`config.mk`:
```
export PLATFORM = sky130hd
export DESIGN_NAME = sony_imx_stream_gen
export DESIGN_NICKNAME = d
export VERILOG_FILES = /design/src/rtl/sony_imx_pkg.sv /design/src/rtl/sony_imx_lane_pattern.sv /design/src/rtl/sony_imx_stream_gen.sv
export SDC_FILE = /design/constraint.sdc
export NUM_CORES = 1
export LEC_CHECK = 0
export BUFFER_PORTS_ARGS = -buffer_cell sky130_fd_sc_hd__clkbuf_2
export CAP_MARGIN = 25
export CORE_MARGIN = 2
export CORE_UTILIZATION = 55
export DETAILED_ROUTE_END_ITERATION = 16
export GPL_ROUTABILITY_DRIVEN = 0
export PLACE_DENSITY = 0.75
export SYNTH_ARGS = -nofsm -noshare
export SYNTH_HDL_FRONTEND = slang
export SYNTH_HIERARCHICAL = 1
export SYNTH_SLANG_ARGS = --single-unit
```
`constraint.sdc`:
```
create_clock -name clk -period 7.4 [get_ports clk]
set_input_delay 1.48 -clock clk [delete_from_list [all_inputs] [get_ports clk]]
set_output_delay 1.48 -clock clk [all_outputs]
set_load 0.005 [all_outputs]
```
`src/rtl/sony_imx_pkg.sv`:
```
`default_nettype none
// ============================================================================
// Module      : sony_imx_pkg
// Description : Shared constants and types for the Sony IMX sub-LVDS stream
//               generator: sync header bytes, pixel patterns and FSM states.
// Revision    : 1.0 - initial release
// ============================================================================
package sony_imx_pkg;

    // Start-of-active-line header, emitted on every lane in this order
    localparam logic [7:0] SYNC_0 = 8'h7F;
    localparam logic [7:0] SYNC_1 = 8'h80;
    localparam logic [7:0] SYNC_2 = 8'h00;
    localparam logic [7:0] SYNC_3 = 8'h40;

    typedef enum logic [1:0] {
        PAT_ZERO  = 2'd0,
        PAT_INC   = 2'd1,
        PAT_FIXED = 2'd2,
        PAT_WALK  = 2'd3
    } pattern_e;

    typedef enum logic [2:0] {
        ST_IDLE      = 3'd0,
        ST_VBLANK    = 3'd1,
        ST_HBLANK    = 3'd2,
        ST_ROW_DELAY = 3'd3,
        ST_SYNC      = 3'd4,
        ST_PAYLOAD   = 3'd5
    } state_e;

    // Header byte for word position idx within the 4-word sync sequence
    function automatic logic [7:0] sync_byte(input logic [1:0] idx);
        case (idx)
            2'd0:    return SYNC_0;
            2'd1:    return SYNC_1;
            2'd2:    return SYNC_2;
            default: return SYNC_3;
        endcase
    endfunction

endpackage
`default_nettype wire

```
`src/rtl/sony_imx_lane_pattern.sv`:
```
`default_nettype none
// ============================================================================
// Module      : sony_imx_lane_pattern
// Description : Combinational payload byte generator for one lane, given the
//               pattern, pixel index (low 8 bits), lane index and fixed byte.
// Revision    : 1.0 - initial release
// ============================================================================
module sony_imx_lane_pattern
    import sony_imx_pkg::*;
(
    input  pattern_e   pattern_i,
    input  logic [7:0] pix_i,
    input  logic [7:0] lane_i,
    input  logic [7:0] fixed_i,
    output logic [7:0] byte_o
);

    logic [7:0] w_sum;

    // Pixel-plus-lane offset, naturally modulo 256
    assign w_sum = pix_i + lane_i;

    // Select the payload byte for the active pattern
    always_comb begin
        byte_o = 8'h00;
        case (pattern_i)
            PAT_ZERO:  byte_o = 8'h00;
            PAT_INC:   byte_o = w_sum;
            PAT_FIXED: byte_o = fixed_i;
            PAT_WALK:  byte_o = 8'h01 << w_sum[2:0];
            default:   byte_o = 8'h00;
        endcase
    end

endmodule
`default_nettype wire

```
`src/rtl/sony_imx_stream_gen.sv`:
```
`default_nettype none
// ============================================================================
// Module      : sony_imx_stream_gen
// Description : Sony IMX parallel sub-LVDS stream transmitter. Generates VS,
//               HS and byte lanes with a sync header and selectable pattern.
// Revision    : 1.0 - initial release
// ============================================================================
module sony_imx_stream_gen
    import sony_imx_pkg::*;
#(
    parameter int LANE_WIDTH      = 8,
    parameter int ROW_START_DELAY = 10,
    parameter int CFG_WIDTH       = 16
) (
    input  logic                    clk,
    input  logic                    rst,
    input  logic                    i_enable,
    input  logic [CFG_WIDTH-1:0]    i_line_width,
    input  logic [CFG_WIDTH-1:0]    i_line_count,
    input  logic [CFG_WIDTH-1:0]    i_hblank,
    input  logic [CFG_WIDTH-1:0]    i_vblank,
    input  logic [1:0]              i_pattern,
    input  logic [7:0]              i_fixed_value,
    output logic                    o_vs,
    output logic                    o_hs,
    output logic [8*LANE_WIDTH-1:0] o_data,
    output logic                    o_busy,
    output logic [15:0]             o_frame_count
);

    localparam logic [CFG_WIDTH-1:0] c_ONE       = CFG_WIDTH'(1);
    localparam logic [CFG_WIDTH-1:0] c_SYNC_LAST = CFG_WIDTH'(3);
    localparam logic [CFG_WIDTH-1:0] c_ROW_LAST  =
        CFG_WIDTH'((ROW_START_DELAY > 0) ? ROW_START_DELAY - 1 : 0);
    localparam bit                   c_SKIP_ROW  = (ROW_START_DELAY == 0);

    state_e                  state_q, state_d;
    logic [CFG_WIDTH-1:0]    cnt_q, cnt_d;
    logic [CFG_WIDTH-1:0]    line_q, line_d;
    logic [15:0]             frame_count_q, frame_count_d;
    logic [CFG_WIDTH-1:0]    lw_q, lc_q, hb_q, vb_q;
    pattern_e                pat_q;
    logic [7:0]              fix_q;
    logic                    vs_q, hs_q, busy_q;
    logic                    vs_d, hs_d, busy_d;
    logic [8*LANE_WIDTH-1:0] data_q, data_d;
    logic                    w_load_cfg;
    logic                    w_eol;
    logic [7:0]              w_sync_byte;

    // Next state, cycle/line counters, frame counter and config-load strobe
    always_comb begin
        state_d       = state_q;
        cnt_d         = cnt_q;
        line_d        = line_q;
        frame_count_d = frame_count_q;
        w_load_cfg    = 1'b0;
        w_eol         = 1'b0;
        case (state_q)
            ST_IDLE: begin
                if (i_enable) begin
                    w_load_cfg = 1'b1;
                    state_d    = ST_VBLANK;
                    cnt_d      = '0;
                end
            end
            ST_VBLANK: begin
                cnt_d = cnt_q + c_ONE;
                if (cnt_q == vb_q - c_ONE) begin
                    state_d = ST_HBLANK;
                    cnt_d   = '0;
                    line_d  = '0;
                end
            end
            ST_HBLANK: begin
                cnt_d = cnt_q + c_ONE;
                if (cnt_q == hb_q - c_ONE) begin
                    cnt_d   = '0;
                    state_d = c_SKIP_ROW ? ST_SYNC : ST_ROW_DELAY;
                end
            end
            ST_ROW_DELAY: begin
                cnt_d = cnt_q + c_ONE;
                if (cnt_q == c_ROW_LAST) begin
                    cnt_d   = '0;
                    state_d = ST_SYNC;
                end
            end
            ST_SYNC: begin
                cnt_d = cnt_q + c_ONE;
                if (cnt_q == c_SYNC_LAST) begin
                    cnt_d = '0;
                    if (lw_q == '0) begin
                        w_eol = 1'b1;
                    end else begin
                        state_d = ST_PAYLOAD;
                    end
                end
            end
            ST_PAYLOAD: begin
                cnt_d = cnt_q + c_ONE;
                if (cnt_q == lw_q - c_ONE) begin
                    w_eol = 1'b1;
                end
            end
            default: begin
                state_d = ST_IDLE;
                cnt_d   = '0;
            end
        endcase

        // End of line: next line, or close the frame and restart/stop
        if (w_eol) begin
            cnt_d  = '0;
            line_d = line_q + c_ONE;
            if (line_q + c_ONE != lc_q) begin
                state_d = ST_HBLANK;
            end else begin
                frame_count_d = frame_count_q + 16'd1;
                if (i_enable) begin
                    w_load_cfg = 1'b1;
                    state_d    = ST_VBLANK;
                end else begin
                    state_d = ST_IDLE;
                end
            end
        end
    end

    // Output levels are decoded from the next state so they register in step
    always_comb begin
        vs_d   = state_d inside {ST_HBLANK, ST_ROW_DELAY, ST_SYNC, ST_PAYLOAD};
        hs_d   = state_d inside {ST_ROW_DELAY, ST_SYNC, ST_PAYLOAD};
        busy_d = (state_d != ST_IDLE);
    end

    assign w_sync_byte = sync_byte(cnt_d[1:0]);

    generate
        for (genvar k = 0; k < LANE_WIDTH; k++) begin : g_lane
            logic [7:0] w_lane_byte;

            sony_imx_lane_pattern u_pattern (
                .pattern_i (pat_q),
                .pix_i     (cnt_d[7:0]),
                .lane_i    (8'(k)),
                .fixed_i   (fix_q),
                .byte_o    (w_lane_byte)
            );

            assign data_d[8*k +: 8] = (state_d == ST_PAYLOAD) ? w_lane_byte :
                                      (state_d == ST_SYNC)    ? w_sync_byte : 8'h00;
        end
    endgenerate

    // State, counters, latched (clamped) config and registered outputs
    always_ff @(posedge clk) begin
        if (rst) begin
            state_q       <= ST_IDLE;
            cnt_q         <= '0;
            line_q        <= '0;
            frame_count_q <= '0;
            lw_q          <= '0;
            lc_q          <= c_ONE;
            hb_q          <= c_ONE;
            vb_q          <= c_ONE;
            pat_q         <= PAT_ZERO;
            fix_q         <= 8'h00;
            vs_q          <= 1'b0;
            hs_q          <= 1'b0;
            busy_q        <= 1'b0;
            data_q        <= '0;
        end else begin
            state_q       <= state_d;
            cnt_q         <= cnt_d;
            line_q        <= line_d;
            frame_count_q <= frame_count_d;
            vs_q          <= vs_d;
            hs_q          <= hs_d;
            busy_q        <= busy_d;
            data_q        <= data_d;
            if (w_load_cfg) begin
                lw_q  <= i_line_width;
                lc_q  <= (i_line_count == '0) ? c_ONE : i_line_count;
                hb_q  <= (i_hblank == '0)     ? c_ONE : i_hblank;
                vb_q  <= (i_vblank == '0)     ? c_ONE : i_vblank;
                pat_q <= pattern_e'(i_pattern);
                fix_q <= i_fixed_value;
            end
        end
    end

    assign o_vs          = vs_q;
    assign o_hs          = hs_q;
    assign o_data        = data_q;
    assign o_busy        = busy_q;
    assign o_frame_count = frame_count_q;

endmodule
`default_nettype wire

```
==> run_results.csv, run 1 <==
group,metric,value,unit
floorplanning,fp.coreArea,26700,sq um
cells_and_area,design_area,16400,sq um
timing,rsz0062_at_grt,"false",
yosys,synth_mux_area_share,6.50,%
yosys,yosysSeqAreaShare,25.9,%
yosys,yosys_warnings,6,
clocking,cts_resized,0,
yosys,synthAdderAreaFrac,6.56,%
timing,whs,474,ps
clocking,cts-root-buf,"clkbuf_16",
critical_path,cp_data_required_time,7740,ps
route,vias,14616,
cells_and_area,fin_cells,2338,
timing,setup_tns,0,ps
route,ant_nets,0,
hold_path,min-delay-path-class,"register to register",
route,vias_per_cell,6.25,
timing,setup_violations,0,
critical_path,start_kind,"register",
timing,slew_violations,0,
clocking,clk_latency,450,ps
yosys,syn_inst,1829,
global_route,grt_usage,29.2,%
outcome,status,"finished, final reports clean",
yosys,avgSynthCellArea,8.11,sq um
floorplanning,dieArea,28300,sq um
clocking,cts_num_sinks,192,
timing,min_period_over_period,74.8,%
floorplanning,die_h,168,microns
cells_and_area,areaGrowthSynthToFinish,10.7,%
timing,slew_headroom,29.0,%
clocking,cts_tree,"built",
route,wire_per_inst,18.0,microns
critical_path,worst-setup-path-type,"register to register",
timing,hold_viol_final,0,
yosys,syn-cell-area,14800,sq um
yosys,yosys.cell_types.count,82,
floorplanning,boundaryPins,160,
power,powerDensity,171,nW/um^2
placement,dp_hpwl,28900,microns
timing,fin_ws,1870,ps
placement,dp_slack,2000,ps
placement,io_buffers,159,
timing,fmax,181,MHz
global_route,grt_pass1_wl,67800,microns
clocking,hold_buffers,0,
placement,placed_area,15800,sq um
critical_path,critPathArrivalTime,5870,ps
yosys,synthSimpleGateAreaFrac,24.4,%
yosys,synth_top_family_by_area,"compound AO/OA/AOI/OAI gates",
cells_and_area,diodes,0,
global_route,overflow,0,
floorplanning,row_count,60,
global_route,antenna_found_initial,0,
clocking,clkTransAtPathRegs,80,ps
floorplanning,initial_core_util,55.5,%
clocking,cts_buffer_depth,2,
power,peakVddDrop,164,uV
cells_and_area,drive_above_1_share,13.1,%
critical_path,crit_path_end_kind,"register",
power,p_leak,0.00741,uW
yosys,async_flop_share,0,%
cells_and_area,nNetsFinal,2135,
yosys,synth_compound_area_share,24.7,%
clocking,cts_setup_buffers,0,
job,drv_cap,0,
floorplanning,die_w,168,microns
clocking,htreeDepth,4,
route,first_iter_violations,1414,
global_route,grt_max_degree,115,
yosys,synth_ff_type,"dfxtp_1",
yosys,synth_xor_area_share,6.64,%
placement,place_inst,2304,
critical_path,critPathMaxFanout,12,
timing,fin_crit,5530,ps
yosys,ys_seq_elements,192,
clocking,cts_buffers,17,
global_route,grt_pass1_vias,13509,
cells_and_area,fillers,2411,
route,drt-total-wl,42000,microns
timing,worst_pin_slew,1060,ps
yosys,synth_edf_count,0,
route,drc,0,
timing,skew,14.7,ps
route,first_pass_iters,7,
[synth_stat cells (9+ instances only)]
library cell | n | area share (%)
or4_1 | 16 | 0.81
nand2_1 | 259 | 6.6
and3_1 | 11 | 0.46
xnor2_1 | 49 | 2.9
o21a_1 | 10 | 0.51
nor4_1 | 29 | 1.2
clkbuf_1 | 68 | 1.7
a21oi_1 | 106 | 3.6
o21ai_1 | 16 | 0.54
dfxtp_1 | 192 | 26
o221ai_1 | 10 | 0.59
o21ai_0 | 63 | 2.1
nor4b_1 | 22 | 1.3
and2_1 | 9 | 0.38
ha_1 | 65 | 5.5
a211o_1 | 9 | 0.53
nor3_1 | 16 | 0.54
inv_1 | 26 | 0.66
buf_6 | 10 | 0.76
nor2b_1 | 32 | 1.3
or2_2 | 14 | 0.59
nand4_1 | 27 | 1.1
nor3b_1 | 20 | 1.0
a21o_1 | 88 | 4.5
mux2i_1 | 93 | 6.3
o211ai_1 | 14 | 0.71
nand3_1 | 63 | 2.1
a211oi_1 | 32 | 1.6
nor2_1 | 106 | 2.7
o31ai_1 | 16 | 0.81
nand3b_1 | 25 | 1.3
a31oi_1 | 13 | 0.55
o22ai_1 | 12 | 0.51
a41oi_1 | 18 | 1.1
xor2_1 | 46 | 2.7
o2bb2ai_1 | 9 | 0.53
clkbuf_8 | 16 | 1.5
a22o_1 | 22 | 1.3
o211a_1 | 11 | 0.74
or3_1 | 21 | 0.89
nand2b_1 | 16 | 0.67
[through the flow]
step,utilization (%),power (uW)
floorplan,-,1710
global placement,59.1,1840
detailed placement,59.1,1860
CTS,61.3,2800
global route,61.5,2930
finish,61.5,2800
[area by class of cell]
type                            count  area [sq um]  area share, %
Timing Repair Buffer              177           956           5.82
Multi-Input combinational cell   1571         10500           64.0
Clock inverter                     13           149          0.906
Clock buffer                       18           429           2.61
Inverter                           26           100          0.609
Sequential cell                   192          3850           23.4
Tap cell                          341           427           2.60
[power breakdown]
part / leakage, uW / switching, uW / internal (uW)
sequential: 0.00156 / 73.2 / 1070
clock: 0.000274 / 459 / 478
combinational: 0.00557 / 411 / 314
total: 0.00741 / 943 / 1860
[layer usage]
layer,part of all wire (%),up-vias,GRT usage [%],routed length [microns]
met2,46,563,47.9,19300
met4,3.6,0,12.4,1510
li1,-,7043,-,-
met3,6.2,117,3.83,2630
met5,0,-,0,0
met1,44,6893,38.6,18600
[sequential cells by signal (all words and copies together) (netlist names), 2 cells and up]
signal,cells
lc_q,16
pat_q,2
o_frame_count,16
vb_q,16
state_q,3
fix_q,8
hb_q,16
lw_q,16
line_q,16
o_data,64
cnt_q,16
[layout by cell type, fill, tap and decap left out, drive strengths merged, types with 63 or more instances in the layout]
| cell | synthesis | final |
|---|---|---|
| o21ai | 79 | 79 |
| conb | 2 | 72 |
| ha | 65 | 65 |
| nor2 | 106 | 106 |
| a21oi | 106 | 106 |
| mux2i | 93 | 93 |
| clkbuf | 85 | 178 |
| nand2 | 259 | 259 |
| a21o | 88 | 88 |
| dfxtp | 192 | 192 |
| nand3 | 63 | 63 |
[cell families after synthesis]
logic type | count (synthesis)
AO/OA/AOI/OAI | 520
XOR/XNOR | 104
adder cells (fa/ha/maj) | 73
buffers and inverters | 136
flip-flops | 192
multiplexers | 96
other | 2
AND/OR/NAND/NOR | 706
[worst max-delay path: stages (launching register included)]
cell	delay, ps
dfxtp_1	380
inv_1	90
ha_1	190
nor4b_1	530
nand2_1	160
nor4_1	440
o21ai_0	150
nor4_1	710
o22ai_1	440
o21ai_0	390
nor2_1	70
buf_4	210
ha_1	260
fa_1	480
xor2_1	360
nand2_1	100
a32o_1	300
a21o_1	150
[final timing paths]
check                           startpoint          to  slack (ps)  cells past startpoint
worst min register to register     lc_q[4]     lc_q[4]         470                      2
worst max register to register     vb_q[0]  o_data[26]        1870                     17
worst min-delay path               lc_q[4]     lc_q[4]         470                      2
worst max-delay path               vb_q[0]  o_data[26]        1870                     17
Power figures use the tool's default switching activity.
==> run 2, diff against run 1 <==
==> constraint.sdc (replaced) <==
create_clock -name clk -period 5.7 [get_ports clk]
set_input_delay 1.14 -clock clk [delete_from_list [all_inputs] [get_ports clk]]
set_output_delay 1.14 -clock clk [all_outputs]
set_load 0.005 [all_outputs]
==> run 2 against run 1 <==
Non-clock buffer count grew 7. Count of clock-buffer cells in the layout is the same. First-iteration DRC count shrank 9.4%. Global-route usage shrank 0.40 points. Hold slack is essentially flat. Core utilization grew 0.20 points. Largest cell class unchanged. Largest power group unchanged. Highest routed layer unchanged.
==> run_results.csv, run 2 (synthesis gave the netlist of run 1 again) <==
group,metric,value,unit
hold_path,min-delay-path-class,"register to register",
placement,io_buffers,159,
clocking,clkTransAtPathRegs,80,ps
global_route,grt_pass1_vias,13429,
timing,slew_headroom,19.4,%
clocking,cts_setup_buffers,0,
clocking,cts_tree,"built",
floorplanning,dieArea,28300,sq um
cells_and_area,final_common_cell,"nand2_1",
critical_path,worst-setup-path-type,"register to register",
route,wire_per_inst,17.8,microns
global_route,grt_max_degree,96,
timing,whs,475,ps
timing,skew,18.2,ps
cells_and_area,mostFrequentLayoutCells,"259 x nand2_1, 190 x dfxtp_1, 159 x clkbuf_2, 106 x nor2_1, 106 x a21oi_1",
route,drt-total-wl,41700,microns
power,powerDensity,224,nW/um^2
power,peakVddDrop,205,uV
cells_and_area,areaGrowthSynthToFinish,11.1,%
placement,dp_hpwl,29000,microns
route,first_iter_violations,1281,
floorplanning,boundaryPins,160,
route,first_pass_iters,6,
cells_and_area,fin_util,61.7,%
critical_path,start_kind,"register",
route,ant_nets,0,
floorplanning,die_h,168,microns
timing,min_period_over_period,87.5,%
global_route,antenna_found_initial,0,
clocking,cts_buffers,17,
critical_path,path_cells,"inv_1 -> ha_1 -> nor4b_1 -> nand2_1 -> nor4_1 -> o21ai_0 -> nor4_1 -> buf_4 -> o22a_1 -> buf_4 -> o22ai_1 -> nor2b_2 -> buf_4 -> fa_1 -> xor2_1 -> a41oi_1 -> o221ai_1 -> a21o_1",
timing,fmax,201,MHz
timing,setup_tns,0,ps
timing,slew_violations,0,
timing,setup_violations,0,
timing,fin_crit,4990,ps
clocking,cts_resized,0,
timing,worst_pin_slew,1180,ps
timing,hold_viol_final,0,
floorplanning,initial_core_util,55.5,%
power,p_leak,0.00745,uW
global_route,grt_pass1_wl,66600,microns
clocking,cts_buffer_depth,2,
timing,rsz0062_at_grt,"false",
cells_and_area,largest_register_ffs,64,
critical_path,cpPeakStageDelay,570,ps
route,vias_per_cell,6.21,
clocking,clk_latency,440,ps
cells_and_area,nNetsFinal,2142,
cells_and_area,drive_above_1_share,13.5,%
outcome,status,"finished, final reports clean",
floorplanning,fp.coreArea,26700,sq um
critical_path,path_common_cell,"buf_4",
route,drc,0,
clocking,hold_buffers,0,
critical_path,critPathArrivalTime,5370,ps
floorplanning,row_count,60,
critical_path,critical_path_buf_inv_count,4,
critical_path,critPathMaxFanout,16,
clocking,cts_num_sinks,192,
global_route,grt_usage,28.8,%
critical_path,slowest_stage,"fa_1",
cells_and_area,design_area,16500,sq um
global_route,overflow,0,
power,fin_total_pwr,3690,uW
route,vias,14569,
critical_path,crit_path_end_kind,"register",
clocking,cts-root-buf,"clkbuf_16",
cells_and_area,diodes,0,
floorplanning,die_w,168,microns
clocking,htreeDepth,4,
job,drv_cap,0,
critical_path,cp_data_required_time,6090,ps
critical_path,cp_top_family,"simple AND/OR/NAND/NOR gates",
placement,placed_area,15900,sq um
==> run 2: cell types whose count changed in the layout (fill, tap and decap cells not counted), sizes merged <==
cell	previous run	this run
buf	16	25
bufinv	1	2
clkbuf	178	177
clkinv	2	3
clkinvlp	3	0
dlymetal6s2s	1	0
inv	33	34
==> run 2: through the flow <==
stage,std cells,worst slack (ps)
5_1_grt,2345,249
6_report,2345,714
3_3_place_gp,2313,843
3_5_place_dp,2314,857
4_1_cts,2345,797
2_1_floorplan,1899,799
==> run 2: per-layer routing <==
metal,track usage [%],wire (microns),up-vias,part of all wire (%)
li1,-,-,7063,-
met2,47.0,19100,562,46
met3,4.63,2820,91,6.7
met4,12.1,1320,0,3.2
met1,37.8,18500,6853,44
met5,0,0,-,0
==> run 2: final cells by class <==
cell class | count | area [sq um]
Multi-Input combinational cell | 1571 | 10500
Clock inverter | 13 | 165
Sequential cell | 192 | 3850
Clock buffer | 18 | 439
Fill cell | 2439 | 10200
Timing Repair Buffer | 184 | 1000
Tap cell | 341 | 427
Inverter | 26 | 100
==> run 2: power breakdown <==
part           switching (uW)  total (uW)  leakage [uW]  internal [uW]
combinational             519         926       0.00559            406
sequential                104        1490       0.00156           1390
clock                     596        1270      0.000299            676
total                    1220        3690       0.00745           2470
==> run 2: worst reg2reg max path, stage by stage, from the launching register on <==
cell	delay (ps)
dfxtp_1	360
inv_1	70
ha_1	190
nor4b_1	440
nand2_1	150
nor4_1	370
o21ai_0	160
nor4_1	340
buf_4	190
o22a_1	190
buf_4	230
o22ai_1	140
nor2b_2	170
buf_4	250
fa_1	580
xor2_1	420
a41oi_1	200
o221ai_1	330
a21o_1	160
==> run 2: worst paths after layout <==
| kind | start | end | slack (ps) | cells after the start |
|---|---|---|---|---|
| setup / recovery | vb_q[0] | o_data[23] | 710 | 18 |
| setup reg to reg | vb_q[0] | o_data[23] | 710 | 18 |
| hold / removal | vb_q[15] | vb_q[15] | 470 | 2 |
| hold reg to reg | vb_q[15] | vb_q[15] | 470 | 2 |
==> run 3, diff against run 2 <==
--- a/config.mk
+++ b/config.mk
@@ -8,10 +8,9 @@
 export BUFFER_PORTS_ARGS = -buffer_cell sky130_fd_sc_hd__clkbuf_2
 export CAP_MARGIN = 25
 export CORE_MARGIN = 2
-export CORE_UTILIZATION = 55
+export CORE_UTILIZATION = 40
 export DETAILED_ROUTE_END_ITERATION = 16
 export GPL_ROUTABILITY_DRIVEN = 0
-export PLACE_DENSITY = 0.75
 export SYNTH_ARGS = -nofsm -noshare
 export SYNTH_HDL_FRONTEND = slang
 export SYNTH_HIERARCHICAL = 1
==> run 3 against run 2 <==
Fmax down 4.1%. Final cell count increased by 5.8%. Routed wire length up 6.0%. Sequential share of layout area decreased by 0.26 points. Worst setup slack got worse by 210 ps. Critical path depth did not move. First-iteration DRC count is 21% lower. Combinational power increased by 1%.
==> run_results.csv, run 3 (synthesis gave the netlist of run 1 again) <==
group,metric,value,unit
global_route,grt_max_degree,74,
cells_and_area,nNetsFinal,2148,
critical_path,worst-setup-path-type,"register to register",
critical_path,cp_data_required_time,6050,ps
critical_path,rr_startpoint,"vb_q[0]",
clocking,cts-root-buf,"clkbuf_16",
clocking,cts_resized,0,
timing,skew,14.8,ps
placement,placed_area,16100,sq um
floorplanning,initial_core_util,40.5,%
timing,min_period_over_period,91.2,%
placement,io_buffers,159,
cells_and_area,areaGrowthSynthToFinish,12.3,%
timing,whs,476,ps
hold_path,hp-start,"lc_q[4]",
clocking,cts_tree,"built",
cells_and_area,final_common_cell,"nand2_1",
floorplanning,boundaryPins,160,
route,ant_nets,0,
critical_path,path_depth,18,
floorplanning,row_count,70,
route,drc,0,
global_route,grt_pass1_vias,13532,
cells_and_area,drive_above_1_share,13.7,%
route,first_pass_iters,5,
route,vias,14370,
outcome,status,"finished, final reports clean",
critical_path,critical_path_buf_inv_count,3,
clocking,clkTransAtPathRegs,80,ps
cells_and_area,fillers,3769,
timing,fin_crit,5200,ps
global_route,antenna_found_initial,0,
floorplanning,dieArea,38700,sq um
critical_path,start_kind,"register",
floorplanning,die_w,197,microns
floorplanning,die_h,197,microns
route,first_iter_violations,1017,
global_route,grt_usage,22.7,%
critical_path,rrSetupSlack,500,ps
clocking,cts_buffers,17,
floorplanning,fp.coreArea,36600,sq um
critical_path,cpPeakStageDelay,750,ps
timing,setup_tns,0,ps
critical_path,critPathArrivalTime,5550,ps
power,powerDensity,219,nW/um^2
critical_path,slowest_stage,"nor4_1",
hold_path,min-delay-path-class,"register to register",
clocking,hold_buffers,0,
route,drt-total-wl,44300,microns
cells_and_area,mostFrequentLayoutCells,"259 x nand2_1, 190 x dfxtp_1, 159 x clkbuf_2, 106 x nor2_1, 106 x a21oi_1",
hold_path,holdPathEnd,"lc_q[4]",
critical_path,path_cells,"inv_1 -> ha_1 -> nor4b_1 -> nand2_1 -> nor4_1 -> o21ai_0 -> nor4_1 -> o22ai_1 -> o21ai_0 -> buf_4 -> nor2_1 -> buf_4 -> ha_1 -> fa_1 -> xor2_1 -> nand2_1 -> a32o_1 -> a21o_1",
timing,worst_pin_slew,942,ps
clocking,htreeDepth,4,
critical_path,critPathMaxFanout,8,
route,wire_per_inst,17.8,microns
timing,rsz0062_at_grt,"false",
critical_path,crit_path_end_kind,"register",
clocking,cts_num_sinks,192,
power,p_leak,0.00746,uW
route,vias_per_cell,5.79,
timing,fmax,192,MHz
clocking,cts_buffer_depth,2,
job,drv_cap,0,
clocking,clk_latency,470,ps
timing,slew_headroom,35.6,%
timing,setup_violations,0,
timing,hold_viol_final,0,
placement,place_inst,2447,
timing,slew_violations,0,
critical_path,ff2ff_path_depth,18,
global_route,overflow,0,
power,peakVddDrop,203,uV
placement,dp_hpwl,30800,microns
critical_path,r2r_end,"o_data[58]",
critical_path,cp_top_family,"simple AND/OR/NAND/NOR gates",
clocking,cts_setup_buffers,0,
cells_and_area,largest_register_ffs,64,
cells_and_area,fin_cells,2480,
hold_path,whs_path_depth,2,
global_route,grt_pass1_wl,70700,microns
cells_and_area,design_area,16700,sq um
run 3: cell types whose count changed in the layout (fill, tap and decap cells not counted), moves of 2 or more:
| cell | change |
|---|---|
| clkbuf_8 | +2 |
| buf_4 | +7 |
| bufinv_16 | -2 |
| inv_6 | -3 |
run 3: tightest hold or removal path, delay by kind of cell (launching register included):
kind,cells,cell delay (ps)
flops,1,320
mux,1,50
simple gates,1,50
run 3: cell type report:
type,instances,area (sq um),area share (%)
Timing Repair Buffer,190,1040,6.25
Multi-Input combinational cell,1571,10500,63.0
Inverter,26,100,0.601
Antenna cell,1,2.50,0.0150
Tap cell,468,586,3.51
Clock inverter,10,90.1,0.540
Clock buffer,22,495,2.97
Sequential cell,192,3850,23.1
run 3: through the flow:
step | setup WS (ps) | utilization (%) | power (uW)
finish | 503 | 45.5 | 3650
global route | 73.0 | 45.5 | 3840
CTS | 567 | 45.5 | 3670
detailed placement | 618 | 43.9 | 2440
global placement | 777 | 43.9 | 2420
floorplan | 799 | - | 2220
run 3: power by group:
group,switching [uW],internal [uW]
sequential,106,1390
combinational,526,412
clock,589,634
run 3: metal layers:
layer,wire length (microns),global-route usage [%],up-vias
li1,-,-,7052
met1,21100,30.9,6910
met4,1090,7.77,0
met3,2050,3.17,69
met2,20000,37.0,339
met5,0,0,-
run 3: worst max path at each step:
| stage | from | to | slack, ps |
|---|---|---|---|
| detailed placement | vb_q[0] | o_data[58] | 620 |
| CTS | vb_q[0] | o_data[58] | 570 |
| global route | vb_q[0] | o_data[58] | 70 |
| floorplan | hb_q[2] | o_data[27] | 800 |
| finish | vb_q[0] | o_data[58] | 500 |
| global placement | vb_q[0] | o_data[58] | 780 |
